$ cat config.mk
export PLATFORM = sky130hd
export DESIGN_NAME = pseudo_sensor_gen_flat
export DESIGN_NICKNAME = d
export VERILOG_FILES = /design/src/rtl/pseudo_sensor_pkg.sv /design/src/rtl/pseudo_sensor_gen_if.sv /design/src/rtl/pseudo_sensor_gen_lfsr.sv /design/src/rtl/pseudo_sensor_gen.sv /design/src/flat_wrapper.sv
export SDC_FILE = /design/constraint.sdc
export NUM_CORES = 1
export LEC_CHECK = 0
export ABC_AREA = 1
export BUFFER_PORTS_ARGS = -buffer_cell sky130_fd_sc_hd__buf_2
export CAP_MARGIN = 5
export CORE_ASPECT_RATIO = 1.75
export CORE_MARGIN = 2
export CORE_UTILIZATION = 55
export DETAILED_ROUTE_END_ITERATION = 7
export GPL_TIMING_DRIVEN = 0
export PLACE_DENSITY = 0.85
export SYNTH_ARGS = -nofsm -noshare
export SYNTH_HDL_FRONTEND = slang
export SYNTH_SLANG_ARGS = --single-unit
$ cat constraint.sdc
create_clock -name clk -period 1.7 [get_ports clk]
set_input_delay 0.085 -clock clk [delete_from_list [all_inputs] [get_ports clk]]
set_output_delay 0.085 -clock clk [all_outputs]
set_load 0.02 [all_outputs]
$ cat src/rtl/pseudo_sensor_pkg.sv
// Shared types and constants for the synthetic image-sensor source.
// Holds the FSM state encoding, pattern codes and LFSR polynomial helpers.
package pseudo_sensor_pkg;

  typedef enum logic [1:0] {
    ST_IDLE   = 2'd0,
    ST_ACTIVE = 2'd1,
    ST_HBLANK = 2'd2,
    ST_VBLANK = 2'd3
  } ps_state_e;

  typedef enum logic [1:0] {
    PAT_RAMP  = 2'd0,
    PAT_CHECK = 2'd1,
    PAT_LFSR  = 2'd2,
    PAT_CONST = 2'd3
  } ps_pat_e;

  // x^16+x^14+x^13+x^11+1 as bit positions 15,13,12,10 of a left-shifting register
  localparam logic [15:0] LFSR_TAPS     = 16'hB400;
  localparam logic [15:0] LFSR_DEF_SEED = 16'hACE1;

  function automatic logic [15:0] lfsr_next(input logic [15:0] s);
    return {s[14:0], ^(s & LFSR_TAPS)};
  endfunction

endpackage

$ cat src/rtl/pseudo_sensor_gen_if.sv
// Pixel stream from the pseudo sensor to the CNN line buffer.
// Valid/ready handshake with frame/line markers travelling alongside the data.
interface pseudo_sensor_gen_if #(
  parameter int PIX_W = 8
);
  logic             m_valid;
  logic             m_ready;
  logic [PIX_W-1:0] m_data;
  logic             m_sof;
  logic             m_eol;
  logic             m_eof;

  modport master (output m_valid, m_data, m_sof, m_eol, m_eof, input m_ready);
  modport slave  (input m_valid, m_data, m_sof, m_eol, m_eof, output m_ready);
endinterface

$ cat src/rtl/pseudo_sensor_gen_lfsr.sv
// 16-bit Fibonacci LFSR for the random test pattern.
// Load wins over advance; a zero seed would lock up, so it is swapped for the default.
module ps_lfsr16
  import pseudo_sensor_pkg::*;
(
  input  logic        clk,
  input  logic        arst_n,
  input  logic        load,
  input  logic        advance,
  input  logic [15:0] seed,
  output logic [15:0] state
);

  always_ff @(posedge clk or negedge arst_n) begin
    if (!arst_n)      state <= '0;
    else if (load)    state <= (seed == '0) ? LFSR_DEF_SEED : seed;
    else if (advance) state <= lfsr_next(state);
  end

endmodule

$ cat src/rtl/pseudo_sensor_gen.sv
// Synthetic image-sensor source: IMG_W x IMG_H frames on a valid/ready stream
// with SOF/EOL/EOF markers, programmable blanking and four test patterns.
module pseudo_sensor_gen
  import pseudo_sensor_pkg::*;
#(
  parameter int IMG_W  = 28,
  parameter int IMG_H  = 28,
  parameter int PIX_W  = 8,
  parameter int HBLANK = 4,
  parameter int VBLANK = 16
) (
  input  logic                clk,
  input  logic                arst_n,
  input  logic                enable,
  input  logic                start,
  input  logic [1:0]          pattern_sel,
  input  logic [15:0]         seed,
  pseudo_sensor_gen_if.master m,
  output logic                busy,
  output logic [15:0]         frame_cnt
);

  localparam int XW   = $clog2(IMG_W);
  localparam int YW   = $clog2(IMG_H);
  localparam int BMAX = (HBLANK > VBLANK) ? HBLANK : VBLANK;
  localparam int BW   = (BMAX > 0) ? $clog2(BMAX + 1) : 1;

  localparam logic [XW-1:0] X_LAST  = XW'(IMG_W - 1);
  localparam logic [YW-1:0] Y_LAST  = YW'(IMG_H - 1);
  localparam logic [BW-1:0] HB_LOAD = BW'((HBLANK > 0) ? HBLANK - 1 : 0);
  localparam logic [BW-1:0] VB_LOAD = BW'((VBLANK > 0) ? VBLANK - 1 : 0);

  ps_state_e        state_q, state_d;
  logic [XW-1:0]    x_q, x_d;
  logic [YW-1:0]    y_q, y_d;
  logic [BW-1:0]    bcnt_q, bcnt_d;
  ps_pat_e          pat_q;
  logic [PIX_W-1:0] cval_q;
  logic [15:0]      frame_cnt_q;
  logic [15:0]      lfsr_state;

  logic frame_go, hs, line_end, frame_end, valid;

  assign valid     = (state_q == ST_ACTIVE);
  assign hs        = valid && m.m_ready;
  assign line_end  = (x_q == X_LAST);
  assign frame_end = line_end && (y_q == Y_LAST);

  // frame_go marks every frame launch: it resets x/y, latches the pattern and reseeds
  always_comb begin
    state_d  = state_q;
    x_d      = x_q;
    y_d      = y_q;
    bcnt_d   = bcnt_q;
    frame_go = 1'b0;
    case (state_q)
      ST_IDLE: begin
        if (start || enable) frame_go = 1'b1;
      end
      ST_ACTIVE: begin
        if (hs) begin
          if (!line_end) begin
            x_d = x_q + XW'(1);
          end else if (!frame_end) begin
            x_d = '0;
            y_d = y_q + YW'(1);
            if (HBLANK > 0) begin
              state_d = ST_HBLANK;
              bcnt_d  = HB_LOAD;
            end
          end else begin
            x_d = '0;
            y_d = '0;
            if (VBLANK > 0) begin
              state_d = ST_VBLANK;
              bcnt_d  = VB_LOAD;
            end else if (enable) begin
              frame_go = 1'b1;
            end else begin
              state_d = ST_IDLE;
            end
          end
        end
      end
      ST_HBLANK: begin
        if (bcnt_q == '0) state_d = ST_ACTIVE;
        else              bcnt_d  = bcnt_q - BW'(1);
      end
      ST_VBLANK: begin
        if (bcnt_q == '0) begin
          if (enable) frame_go = 1'b1;
          else        state_d  = ST_IDLE;
        end else begin
          bcnt_d = bcnt_q - BW'(1);
        end
      end
      default: state_d = ST_IDLE;
    endcase
    if (frame_go) begin
      state_d = ST_ACTIVE;
      x_d     = '0;
      y_d     = '0;
    end
  end

  always_ff @(posedge clk or negedge arst_n) begin
    if (!arst_n) begin
      state_q     <= ST_IDLE;
      x_q         <= '0;
      y_q         <= '0;
      bcnt_q      <= '0;
      pat_q       <= PAT_RAMP;
      cval_q      <= '0;
      frame_cnt_q <= '0;
    end else begin
      state_q <= state_d;
      x_q     <= x_d;
      y_q     <= y_d;
      bcnt_q  <= bcnt_d;
      if (frame_go) begin
        pat_q  <= ps_pat_e'(pattern_sel);
        cval_q <= seed[PIX_W-1:0];
      end
      if (hs && frame_end) frame_cnt_q <= frame_cnt_q + 16'd1;
    end
  end

  ps_lfsr16 u_lfsr (
    .clk     (clk),
    .arst_n  (arst_n),
    .load    (frame_go),
    .advance (hs),
    .seed    (seed),
    .state   (lfsr_state)
  );

  // Checker tiles are 4x4: bit 2 of each coordinate selects the tile parity
  logic             chk_bit;
  logic [PIX_W-1:0] pix;
  logic             lfsr_unused;

  assign chk_bit     = (|(x_q & XW'(4))) ^ (|(y_q & YW'(4)));
  assign lfsr_unused = ^(lfsr_state >> PIX_W);

  always_comb begin
    case (pat_q)
      PAT_RAMP:  pix = PIX_W'(x_q) + PIX_W'(y_q);
      PAT_CHECK: pix = {PIX_W{chk_bit}};
      PAT_LFSR:  pix = lfsr_state[PIX_W-1:0];
      default:   pix = cval_q;
    endcase
  end

  // All stream outputs are functions of flops only; nothing combinational from m_ready
  assign m.m_valid = valid;
  assign m.m_data  = valid ? pix : '0;
  assign m.m_sof   = valid && (x_q == '0) && (y_q == '0);
  assign m.m_eol   = valid && line_end;
  assign m.m_eof   = valid && frame_end;
  assign busy      = (state_q != ST_IDLE);
  assign frame_cnt = frame_cnt_q;

endmodule

$ cat src/flat_wrapper.sv
// flat-port wrapper written by rule: the top's interface ports become plain ports
module pseudo_sensor_gen_flat import pseudo_sensor_pkg::*;
#(
  parameter int IMG_W  = 28,
  parameter int IMG_H  = 28,
  parameter int PIX_W  = 8,
  parameter int HBLANK = 4,
  parameter int VBLANK = 16
)
  (clk, arst_n, enable, start, pattern_sel, seed, busy, frame_cnt, m_m_valid, m_m_data, m_m_sof, m_m_eol, m_m_eof, m_m_ready);
  pseudo_sensor_gen_if #(.PIX_W(PIX_W)) m_i ();
  input  logic clk;
  input  logic arst_n;
  input  logic enable;
  input  logic start;
  input  logic [1:0] pattern_sel;
  input  logic [15:0] seed;
  output logic busy;
  output logic [15:0] frame_cnt;
  output wire logic [$bits(m_i.m_valid)-1:0] m_m_valid;
  output wire logic [$bits(m_i.m_data)-1:0] m_m_data;
  output wire logic [$bits(m_i.m_sof)-1:0] m_m_sof;
  output wire logic [$bits(m_i.m_eol)-1:0] m_m_eol;
  output wire logic [$bits(m_i.m_eof)-1:0] m_m_eof;
  input wire logic [$bits(m_i.m_ready)-1:0] m_m_ready;
  assign m_m_valid = m_i.m_valid;
  assign m_m_data = m_i.m_data;
  assign m_m_sof = m_i.m_sof;
  assign m_m_eol = m_i.m_eol;
  assign m_m_eof = m_i.m_eof;
  assign m_i.m_ready = m_m_ready;
  pseudo_sensor_gen #(.IMG_W(IMG_W), .IMG_H(IMG_H), .PIX_W(PIX_W), .HBLANK(HBLANK), .VBLANK(VBLANK)) u_core (.clk(clk), .arst_n(arst_n), .enable(enable), .start(start), .pattern_sel(pattern_sel), .seed(seed), .m(m_i), .busy(busy), .frame_cnt(frame_cnt));
endmodule
# Word level (Yosys, flattened, before mapping)
# Index checks and enable logic that the tools add are counted.
[word_totals]
register_bits = 59
input_bits = 23
out_inout_bits = 29
word_cells = 86
[classes]
n_addsub = 5
n_eq_ne = 15
mux = 31
n_bitwise = 1
n_reduce_logical = 26
[ops]
columns = ["cell", "count"]
rows = [
  ["$mux 5", 12],
  ["$mux 16", 3],
  ["$pmux 8 s3", 1],
  ["$add 16x1->16 const B", 1],
  ["$logic_not 16->1", 1],
  ["$reduce_xor 16->1", 1],
  ["$logic_not 5->1", 3],
  ["$mux 2", 6],
  ["$ne 3x1->1 const B", 4],
  ["$add 5x1->5 const B", 2],
  ["$eq 5x5->1 const B", 2],
  ["$pmux 5 s2", 1],
  ["$reduce_bool 2->1", 5],
  ["$mux 8", 1],
  ["$logic_and 1x1->1", 7],
  ["$add 5x5->6", 1],
  ["$eq 2x2->1 const B", 3],
  ["$pmux 2 s3", 1],
  ["$reduce_and 6->1", 1],
  ["$sub 5x1->5 const B", 1],
  ["$eq 2x1->1 const B", 2],
  ["$logic_not 2->1", 2],
  ["$mux 1", 4],
  ["$mux 4", 1],
  ["other kinds (11)", 12],
]

# Logic depth before layout (Yosys ltp)
# Gate-level depths: netlist of the first run.
[logic_depth]
ltp_word = 7
depth_mapped = 12

# By module
# A second synthesis of the first run with hierarchy kept.
[hier_totals]
cells_unflattened = 508
area_unflattened_um2 = 3766.1
[modules_own_cells]
columns = ["module", "instances", "cells_each", "area_each_um2"]
rows = [
  ["pseudo_sensor_gen", 1, 381, 2845.2],
  ["ps_lfsr16", 1, 127, 920.9],
]

# Worst setup path after synthesis of the first run
# No wires, ideal clock.
[synth_timing]
kind = "register to output"
startpoint = "register u_core.state_q[1]"
endpoint = "output m_m_sof"
arrival_time_ns = 1.963
setup_slack_ns = -0.348
stages_incl_launch_ff = 6
path_buffers = 1
cell_sequence = "dfrtp_1 -> inv_1 -> ha_1 -> clkbuf_1 -> nand2_1 -> nor4_1"
[synth_via]
elab_chain_cells = 3
[synth_rtl]
columns = ["item", "line", "source"]
rows = [
  ["start, declared", "pseudo_sensor_gen.sv:33", "ps_state_e state_q, state_d;"],
  ["start signal, assigned", "pseudo_sensor_gen.sv:116", "state_q <= state_d;"],
  ["$eq 2x1->1", "pseudo_sensor_gen.sv:44", "assign valid = (state_q == ST_ACTIVE);"],
  ["net m_m_valid", "flat_wrapper.sv:20", "output wire logic [$bits(m_i.m_valid)-1:0] m_m_valid;"],
  ["$logic_and 1x1->1 (2 in a row)", "pseudo_sensor_gen.sv:157", "assign m.m_sof = valid && (x_q == '0) && (y_q == '0);"],
  ["end, declared", "flat_wrapper.sv:22", "output wire logic [$bits(m_i.m_sof)-1:0] m_m_sof;"],
]
# The timed path passes the listed nets, and every way through them passes these cells.

# Worst setup path in the final report of the first run
[layout_timing]
startpoint = "register u_core.x_q[0]"
endpoint = "output m_m_data[4]"
[layout_via]
elab_chain_cells = 3
[layout_rtl]
columns = ["item", "line", "source"]
rows = [
  ["start, declared", "pseudo_sensor_gen.sv:34", "logic [XW-1:0] x_q, x_d;"],
  ["start signal, assigned", "pseudo_sensor_gen.sv:109", "x_q <= '0;"],
  ["start signal, assigned", "pseudo_sensor_gen.sv:117", "x_q <= x_d;"],
  ["$add 5x5->6", "pseudo_sensor_gen.sv:147", "PAT_RAMP: pix = PIX_W'(x_q) + PIX_W'(y_q);"],
  ["$pmux 8 s3", "pseudo_sensor_gen.sv:146", "case (pat_q)"],
  ["$mux 8", "pseudo_sensor_gen.sv:156", "assign m.m_data = valid ? pix : '0;"],
  ["end, declared", "flat_wrapper.sv:21", "output wire logic [$bits(m_i.m_data)-1:0] m_m_data;"],
]
# Every way passes these cells.

==> metrics.txt, run 1 <==
status=finished with violations; failing checks=setup timing; CTS root buf=clkbuf_16; Slowest Stage Delay on Critical Path=0.39 ns; P per Cell Area=1806 nW/um^2; Yosys Warn Count=0; worst hold start=seed[14]; vias in the first global route=4008; Final Hold Fails=0; layout cell share with drive strength beyond 1=0.3836; FILL cells=357; antenna violations before repair=0; worst vdd ir=0.001251 V; Critical R2R Launch=u_core.state_q[1]$_DFFE_PN0P_; most common cell after layout, fill and taps aside=nand2_1; area delta synth->final=48.74%; worst-skew pair later-pin latency=0.34 ns; Worst Hold Endpoint=u_core.u_lfsr.state[14]$_DFFE_PN0P_; Seq cells post-synth=59; total CTS buffers=9; fin nets=693; H-tree Lvls=3; critical path class=flop to output pin; initial core utilization=0.5669; Placer Congestion=0.8810; measured slew at the worst slew-check pin=0.7779 ns; cell mode on critical path=inv_2; cell taking the most area after synthesis=dfrtp_1; site row count=40; Post-Syn Instances=529; Mapped Nets=569; post-DR wirelength/cell=20.34 um; hold-critical path depth=3; ys flop type=dfrtp_1; DR DRC count=0; cell family with most CP delay=adder cells; I/O pin total=52; CP arrival=2.06 ns; grt ovf=0; max-slew violations=0; Async SR Flop Fraction=1.000; critical path capture point type=output pin; Post-Syn Area=3859 um^2; area of the die=7728 um^2; Distinct cells, synth=37; post-place setup slack=-0.3220 ns; post-route antenna net violation count=0; Post-DP Area=4253 um^2; period utilization=1.262; flop-to-flop setup slack=-0.17 ns; number of DRC markers in iteration 0=434; Avg Cell Area, Syn=7.294 um^2; worst-case reg-to-reg path depth=11; Total GRT Usage=0.3141; CP required=1.62 ns; final worst slack=-0.4459 ns; Die Span Y=114.8 um; detailed-route via count=4500; Static Leak=2.950 nW; post-route cell area=5739 um^2; Worst-path clk slew=0.06 ns; Final HPWL DP=7170 um; ant diodes=0; Clock Skew=0.008325 ns; sequential area share after synthesis=0.3826; Cell Chain, Critical Path=ha_4 > inv_2 > fa_2 > inv_2 > nand3_2 > nand2_2 > nor2_2 > nand3b_1 > a21oi_4 > buf_6; largest net degree at the start of global routing=60; TritonCTS clock tree=yes; Post-synth EDFFs=0; post-synth top area share=0.3826; final core occ=0.8432; WP buf/inv=3; Critical-path top delay cell=dfrtp_1; # setup viols final=65; vias per cell=6.073; clock buffer depth=2; Min-Delay Path Class=input port to flop; minimum clock period=2.146 ns; RR Endpoint=u_core.u_lfsr.state[10]$_DFFE_PN0P_; Startpoint Class=flop; Core ar.=6807 um^2; slew margin rel.=0.4814; commonest cells after routing, fill and taps aside=161 x nand2_1, 54 x buf_4, 50 x dfrtp_1; f_max=0.4660 GHz; chip width=67.32 um; unrepaired setup endpoints after global routing=true; Buffers on Ports=51; clock sink total=59; Max-cap violations=0; synth top area cells=dfrtp_1 38%, nand2_1 18%, inv_1 5.5%; first drt pass iteration count=7; first-pass GRT wire length=18170 um; worst-path fanout max=2; DRT Wirelength=15070 um
==> area by class of cell <==
type,instances,area (um^2),share of cell area
inverter,60,245.2,0.04273
multi-input combinational,400,2629,0.4580
buffer,10,135.1,0.02354
timing repair buffer,113,874.6,0.1524
tap,84,105.1,0.01831
clock buffer,13,250.2,0.04360
sequential,59,1488,0.2592
clock inverter,2,12.51,0.002180
==> layer usage <==
layer / global-route usage / vias up / part of all wire
met3: 0.07143 / 119 / 0.074
li1: - / 1929 / -
met2: 0.5578 / 327 / 0.51
met5: 0 / - / 0
met1: 0.3316 / 2125 / 0.33
met4: 0.1741 / 0 / 0.082
==> logic make-up after synthesis <==
| family | Yosys count | share of synthesized area |
|---|---|---|
| compound gates | 63 | 0.09014 |
| xor+xnor | 22 | 0.04993 |
| fa+ha+maj | 17 | 0.05707 |
| buf+inv | 71 | 0.07782 |
| flops | 59 | 0.3826 |
| simple gates | 297 | 0.3424 |
==> report_power, final <==
part	internal, mW	leakage, nW	switching, mW
combinational	2.59	2.10	3.65
clock	1.01	0.126	0.646
sequential	1.89	0.729	0.572
total	5.50	2.95	4.87
==> worst reg2reg max path, delay by kind of cell, from the launching register on <==
| family | cells | cell delay [ns] |
|---|---|---|
| DFF | 1 | 0.47 |
| and+or+nand+nor | 8 | 0.75 |
| buffers and inverters | 2 | 0.28 |
| adders and majority gates | 1 | 0.25 |
==> Yosys cell counts (2+ instances only) <==
master and count:
nor2_1 48, o21ai_1 2, nand2_2 4, xor2_1 16, buf_2 3, nand2_4 2
dfrtp_1 59, a21oi_1 17, inv_2 3, nor2_4 2, ha_1 16, nor3_1 7
buf_4 4, nor2_8 2, buf_6 2, clkbuf_1 2, nand3b_1 6, nand3_1 33
o31ai_1 2, nand4_1 4, inv_1 57, nor2_2 4, xnor2_1 6, nand2_1 180
o21ai_0 36
==> metrics by stage <==
step / power (mW) / std cells / TNS [ns] / hold slack [ns]
2_1_floorplan: 4.782 / 529 / -0.01001 / -0.2106
3_3_place_gp: 5.553 / 664 / -2.093 / 0.2814
3_5_place_dp: 5.695 / 664 / -3.956 / 0.2932
4_1_cts: 8.063 / 701 / -1.456 / 0.0006826
5_1_grt: 10.79 / 741 / -10.95 / 0.03054
6_report: 10.37 / 741 / -7.625 / 0.01949
==> flip-flops by register name, indices dropped and copies added, names as in the netlist <==
register             flops
u_core.frame_cnt        16
u_core.x_q               5
u_core.state_q           2
u_core.cval_q            8
u_core.pat_q             2
u_core.y_q               5
u_core.bcnt_q            5
u_core.u_lfsr.state     16
==> what timing repair did <==
action	4_1_cts	5_1_grt
buffers inserted	19	34
resized for setup	65	133
hold buffers	4	1
endpoints found under the hold margin	4	59
setup endpoints to repair	53	68
pin swaps	20	40
gates cloned	0	7
==> worst max path at each step <==
| stage | startpoint | to | depth (start not counted) |
|---|---|---|---|
| after global placement | u_core.y_q[0]$_DFFE_PN0P_ | m_m_data[4] | 10 |
| after CTS | u_core.y_q[0]$_DFFE_PN0P_ | m_m_data[4] | 10 |
| after detailed placement | u_core.y_q[0]$_DFFE_PN0P_ | m_m_data[4] | 10 |
| final | u_core.x_q[0]$_DFFE_PN0P_ | m_m_data[4] | 10 |
| after floorplan | u_core.y_q[0]$_DFFE_PN0P_ | m_m_data[4] | 9 |
| after global routing | u_core.x_q[0]$_DFFE_PN0P_ | m_m_data[4] | 10 |
No activity file was read; power rests on OpenSTA's default activity.
==> run 2: changes to the inputs <==
--- a/config.mk
+++ b/config.mk
@@ -7,8 +7,8 @@
 export LEC_CHECK = 0
 export ABC_AREA = 1
+export ABC_CLOCK_PERIOD_IN_PS = 1700
 export BUFFER_PORTS_ARGS = -buffer_cell sky130_fd_sc_hd__buf_2
 export CAP_MARGIN = 5
 export CORE_ASPECT_RATIO = 1.75
-export CORE_MARGIN = 2
 export CORE_UTILIZATION = 55
 export DETAILED_ROUTE_END_ITERATION = 7
==> constraint.sdc (replaced) <==
create_clock -name clk -period 1.7 [get_ports clk]
set_input_delay 0.34 -clock clk [delete_from_list [all_inputs] [get_ports clk]]
set_output_delay 0.34 -clock clk [all_outputs]
set_load 0.02 [all_outputs]
==> run 2 against run 1 <==
  * The run still ends with setup timing left
  * Largest cell class unchanged
  * Sequential power is essentially flat
  * Flip-flop and latch count unchanged
  * Worst setup slack worse by 0.24 ns
  * Register-to-register slack improved by 0.02 ns
  * Sequential share of layout area rose by 0.46 points
  * Utilization shrank 1.3 points
  * Combinational power shrank 3.4%
  * Clock-buffer cell count is 1 lower
  * Design area shrank 1.5%
==> metrics.txt, run 2 (synthesized netlist as in run 1, its figures left out) <==
status=finished with violations; failing checks=setup timing; worst vdd ir=0.001367 V (+9.3%); initial core utilization=0.5669 (unchanged); CP required=1.36 ns (-0.26 ns); CP arrival=2.05 ns (about the same); largest net degree at the start of global routing=60 (unchanged); max-slew violations=0 (unchanged); commonest cells after routing, fill and taps aside=155 x nand2_1, 47 x dfrtp_1, 43 x nor2_1; Buffers on Ports=51 (unchanged); number of DRC markers in iteration 0=587 (+35%); worst-case reg-to-reg path depth=11 (unchanged); unrepaired setup endpoints after global routing=true; final core occ=0.8305 (-0.01268); Min-Delay Path Class=input port to async pin; Final HPWL DP=7153 um (-0.23%); final worst slack=-0.6852 ns (-0.2393 ns); clock buffer depth=2 (unchanged); critical path capture point type=output pin; vias per cell=6.179 (+1.8%); post-route antenna net violation count=0 (unchanged); first-pass GRT wire length=19110 um (+5.2%); area of the die=7368 um^2 (-4.7%); post-place setup slack=-0.4982 ns (-0.1762 ns); Total GRT Usage=0.3442 (+0.03004); worst-skew pair later-pin latency=0.34 ns (about the same); Post-DP Area=4275 um^2 (+0.53%); Slowest Stage Delay on Critical Path=0.46 ns (+0.07 ns); vias in the first global route=4115 (+2.7%); measured slew at the worst slew-check pin=0.7840 ns (+0.006097 ns); post-DR wirelength/cell=20.76 um (+2.1%); CTS Hold Buffers Added=0 (-4); antenna violations before repair=0 (unchanged); Startpoint Class=flop; Static Leak=2.900 nW (-1.7%); critical path class=flop to output pin; DR DRC count=0 (unchanged); most common cell after layout, fill and taps aside=nand2_1; detailed-route via count=4511 (+0.24%); Placer Congestion=0.9538 (+8.3%); Cell Chain, Critical Path=inv_1 > fa_2 > inv_2 > nand3_2 > nand2_2 > nor2_1 > nand3b_1 > a21oi_4 > buf_6; Critical-path top delay cell=dfrtp_2; Worst-path clk slew=0.05 ns (about the same); f_max=0.4193 GHz (-10%); register area=1491 um^2 (+0.25%); Max-cap violations=0 (unchanged); Clock Skew=0.007329 ns (-0.0009958 ns); Core ar.=6807 um^2 (unchanged); period utilization=1.403 (+0.1407); minimum clock period=2.385 ns (+0.2393 ns); post-route insts no fill=730 (-1.5%); worst-path fanout max=6 (+4); Placed Cells incl. Taps=664 (unchanged); flop-to-flop setup slack=-0.15 ns (+0.02 ns); # setup viols final=54 (-17%); post-route cell area=5653 um^2 (-1.5%); Die Span Y=112.8 um (-1.7%); Hold WS=0.06643 ns (+0.04694 ns); total CTS buffers=9 (unchanged); Final Hold Fails=0 (unchanged); FILL cells=371 (+3.9%); CTS root buf=clkbuf_16; clock sink total=59 (unchanged); grt ovf=0 (unchanged); fin nets=681 (-1.7%); site row count=40 (unchanged); chip width=65.32 um (-3.0%); Critical R2R Launch=u_core.x_q[0]$_DFFE_PN0P_; P per Cell Area=1844 nW/um^2 (+2.1%); slew margin rel.=0.4774 (-0.004064); first drt pass iteration count=5 (-2); DRT Wirelength=15150 um (+0.56%); RR Endpoint=u_core.bcnt_q[2]$_DFFE_PN0P_; multi-input logic area=2589 um^2 (-1.5%); area delta synth->final=46.50%; TritonCTS clock tree=yes; ant diodes=0 (unchanged); layout cell share with drive strength beyond 1=0.3854 (+0.001887); I/O pin total=52 (unchanged); H-tree Lvls=3 (unchanged)
run 2: changes by cell type in the layout (fill, tap and decap cells not counted), moves of 4 or more:
cell,before,now
nand2_4,9,13
nor2_2,7,3
clkbuf_16,14,10
nand2_1,161,155
buf_4,54,38
nand3_1,24,28
o21ai_1,13,7
inv_2,9,14
dlygate4sd3_1,5,0
o21ai_0,19,28
buf_6,15,28
run 2: critical path: cells and delay by family (launching register included):
family	cells	cell delay (ns)
adders and majority gates	1	0.41
AOI/OAI and AO/OA	1	0.17
DFF	1	0.46
buffers and inverters	3	0.31
and+or+nand+nor	4	0.38
run 2: worst max-delay path by stage:
stage,startpoint,endpoint,slack (ns),depth (start not counted)
finish,u_core.y_q[1]$_DFFE_PN0P_,m_m_data[4],-0.69,9
global placement,u_core.y_q[0]$_DFFE_PN0P_,m_m_data[4],-0.50,10
CTS,u_core.x_q[0]$_DFFE_PN0P_,m_m_data[4],-0.61,10
floorplan,u_core.y_q[0]$_DFFE_PN0P_,m_m_data[4],-0.26,9
detailed placement,u_core.y_q[0]$_DFFE_PN0P_,m_m_data[4],-0.50,10
global route,u_core.y_q[0]$_DFFE_PN0P_,m_m_data[4],-0.75,10
run 2: cell type report:
cell class              count  area share
well taps                  84     0.01859
plain buffers              11     0.02678
clock buffers              12     0.04714
flip-flops and latches     59      0.2638
multi-input cells         399      0.4579
clock inverters             4    0.008411
inverters                  60     0.04205
repair buffers            101      0.1352
run 2: timing repair:
item                       CTS  global route
resized for setup           91           101
gates cloned                 5             1
pin swaps                   22            37
setup endpoints to repair   51            69
buffers inserted            23            22
run 2: report_power, final:
group | total, mW | switching (mW) | internal [mW]
logic | 6.03 | 3.56 | 2.46
registers | 2.49 | 0.596 | 1.90
clock network | 1.91 | 0.661 | 1.25
run 2: per-stage QoR:
stage | TNS, ns | total power, mW
after CTS | -4.634 | 8.885
after global placement | -3.555 | 5.597
final | -8.793 | 10.43
after global routing | -11.42 | 10.82
after detailed placement | -4.777 | 5.747
after floorplan | -0.8580 | 4.822
run 2: routing by layer:
metal / track usage / up-vias / wire length, um
met1: 0.3353 / 2075 / 4809
met5: 0 / - / 0
met4: 0.2362 / 0 / 1500
met3: 0.07964 / 145 / 1289
li1: - / 1908 / -
met2: 0.6172 / 383 / 7554
==> run 3: changes to the inputs <==
- ABC_CLOCK_PERIOD_IN_PS: 1700 -> 2600
- clock period: 1.7 -> 2.6 ns (I/O delays scaled with it)
==> run 3 against run 2 <==
  * The flow now finishes without violations
  * Global-route usage fell by 6.7 points
  * Clock-buffer cell count rose by 1
  * Flip-flop and latch count did not move
  * Die area did not move
  * Worst setup slack improved by 0.76 ns
  * Register-to-register slack improved by 0.91 ns
  * Critical path type unchanged
==> metrics.txt, run 3 (synthesized netlist as in run 1, its figures left out) <==
period utilization=0.9720; H-tree Lvls=3 (unchanged); DRT Wirelength=9416 um (-38%); clock buffer depth=2 (unchanged); worst-skew pair later-pin latency=0.33 ns (about the same); DR DRC count=0 (unchanged); number of DRC markers in iteration 0=181 (-69%); detailed-route via count=3620 (-20%); Startpoint Class=flop; Placed Cells incl. Taps=664 (unchanged); vias in the first global route=3507 (-15%); worst vdd ir=0.0007685 V (-44%); post-DR wirelength/cell=13.83 um (-33%); Placer Congestion=0.9303 (-2.5%); max-slew violations=0 (unchanged); Min-Delay Path Class=input port to async pin; slew margin rel.=0.4785 (+0.001187); area of the die=7368 um^2 (unchanged); CTS root buf=clkbuf_16; Worst-path clk slew=0.05 ns (about the same); post-route antenna net violation count=0 (unchanged); Die Span Y=112.8 um (unchanged); Hold WS=0.2507 ns (+0.1842 ns); Buffers on Ports=51 (unchanged); CP required=2.08 ns (+0.72 ns); Crit. Startpoint=u_core.y_q[0]$_DFFE_PN0P_; Max-cap violations=0 (unchanged); CTS Hold Buffers Added=0 (unchanged); most common cell after layout, fill and taps aside=nand2_1; post-route insts no fill=681 (-6.7%); clock sink total=59 (unchanged); site row count=40 (unchanged); ant diodes=0 (unchanged); total CTS buffers=9 (unchanged); grt ovf=0 (unchanged); vias per cell=5.316 (-14%); chip width=65.32 um (unchanged); Critical R2R Launch=u_core.bcnt_q[0]$_DFFE_PN0P_; Final Hold Fails=0 (unchanged); first drt pass iteration count=4 (-1); area delta synth->final=18.55%; fin nets=633 (-7.0%); initial core utilization=0.5669 (unchanged); RR Endpoint=u_core.y_q[3]$_DFFE_PN0P_; first-pass GRT wire length=15480 um (-19%); unrepaired setup endpoints after global routing=true; Static Leak=2.546 nW (-12%); layout cell share with drive strength beyond 1=0.1926 (-0.1928); TritonCTS clock tree=yes; f_max=0.3957 GHz; flop-to-flop setup slack=0.76 ns (+0.91 ns); Final HPWL DP=6993 um (-2.2%); worst-path fanout max=2 (-4); commonest cells after routing, fill and taps aside=180 x nand2_1, 55 x inv_1, 54 x dfrtp_1; critical path capture point type=output pin; largest net degree at the start of global routing=60 (unchanged); critical path class=flop to output pin; measured slew at the worst slew-check pin=0.7822 ns (-0.001781 ns); Total GRT Usage=0.2769 (-0.06722); minimum clock period=2.527 ns; Core ar.=6807 um^2 (unchanged); antenna violations before repair=0 (unchanged); CP arrival=2.01 ns (-0.04 ns); Clock Skew=0.006100 ns (-0.001229 ns); I/O pin total=52 (unchanged); # setup viols final=0 (-100%); worst setup path end=m_m_data[4]; status=complete, no violations; worst-case reg-to-reg path depth=10 (-1); P per Cell Area=1070 nW/um^2 (-42%)
[run 3: layer usage]
metal  track usage  wire (um)
met1        0.2838       3527
met2        0.4887       5012
met3       0.06351        394
met4        0.1768        482
met5             0          0
[run 3: worst min path at each step]
stage / from / endpoint / slack, ns / cells after the start
after global routing: arst_n / u_core.bcnt_q[0]$_DFFE_PN0P_ / 0.33 / 1
after CTS: pattern_sel[1] / u_core.pat_q[1]$_DFFE_PN0P_ / 0.39 / 3
after global placement: u_core.u_lfsr.state[11]$_DFFE_PN0P_ / u_core.u_lfsr.state[11]$_DFFE_PN0P_ / 0.46 / 2
after floorplan: arst_n / u_core.bcnt_q[0]$_DFFE_PN0P_ / 0.22 / 0
after detailed placement: u_core.u_lfsr.state[6]$_DFFE_PN0P_ / u_core.u_lfsr.state[6]$_DFFE_PN0P_ / 0.47 / 2
final: arst_n / u_core.bcnt_q[0]$_DFFE_PN0P_ / 0.25 / 1
[run 3: timing repair]
item / CTS / global route
endpoints found under the hold margin: 0 / 0
buffers inserted: 2 / 0
gates resized for setup: 9 / 11
setup endpoints to repair: 6 / 6
pin swaps: 0 / 2
[run 3: per-stage QoR]
step	utilization	instance area [um^2]	power, mW	setup slack [ns]	TNS, ns
finish	0.6721	4574	4.892	0.07270	0
global route	0.6721	4574	5.272	-0.01105	-0.01105
CTS	0.6658	4532	4.853	0.002659	0
detailed placement	0.6199	4219	3.679	0.09689	0
global placement	0.6199	4219	3.580	0.1522	0
floorplan	-	3859	3.085	0.1174	0
[run 3: layout make-up]
class	instances	area, um^2
Buffer	11	78.83
Clock buffer	13	270.3
Clock inverter	2	10.01
Fill cell	566	2232
Inverter	60	225.2
Multi-Input combinational cell	399	2127
Sequential cell	59	1483
Tap cell	84	105.1
Timing Repair Buffer	53	275.3
[run 3: critical path: stages (launching register included)]
cell and delay, ns:
dfrtp_2 0.40, ha_4 0.15, inv_2 0.04, fa_2 0.34
inv_2 0.07, nand3_2 0.05, nand2_1 0.09, nor2_1 0.04
nand3b_1 0.18, a21oi_2 0.17, buf_4 0.15
[run 3: power by group]
group,switching [mW],internal [mW],total (mW),leakage (nW)
sequential,0.300,1.23,1.53,0.734
clock,0.401,0.713,1.11,0.141
combinational,1.44,0.810,2.25,1.67
total,2.14,2.76,4.89,2.55
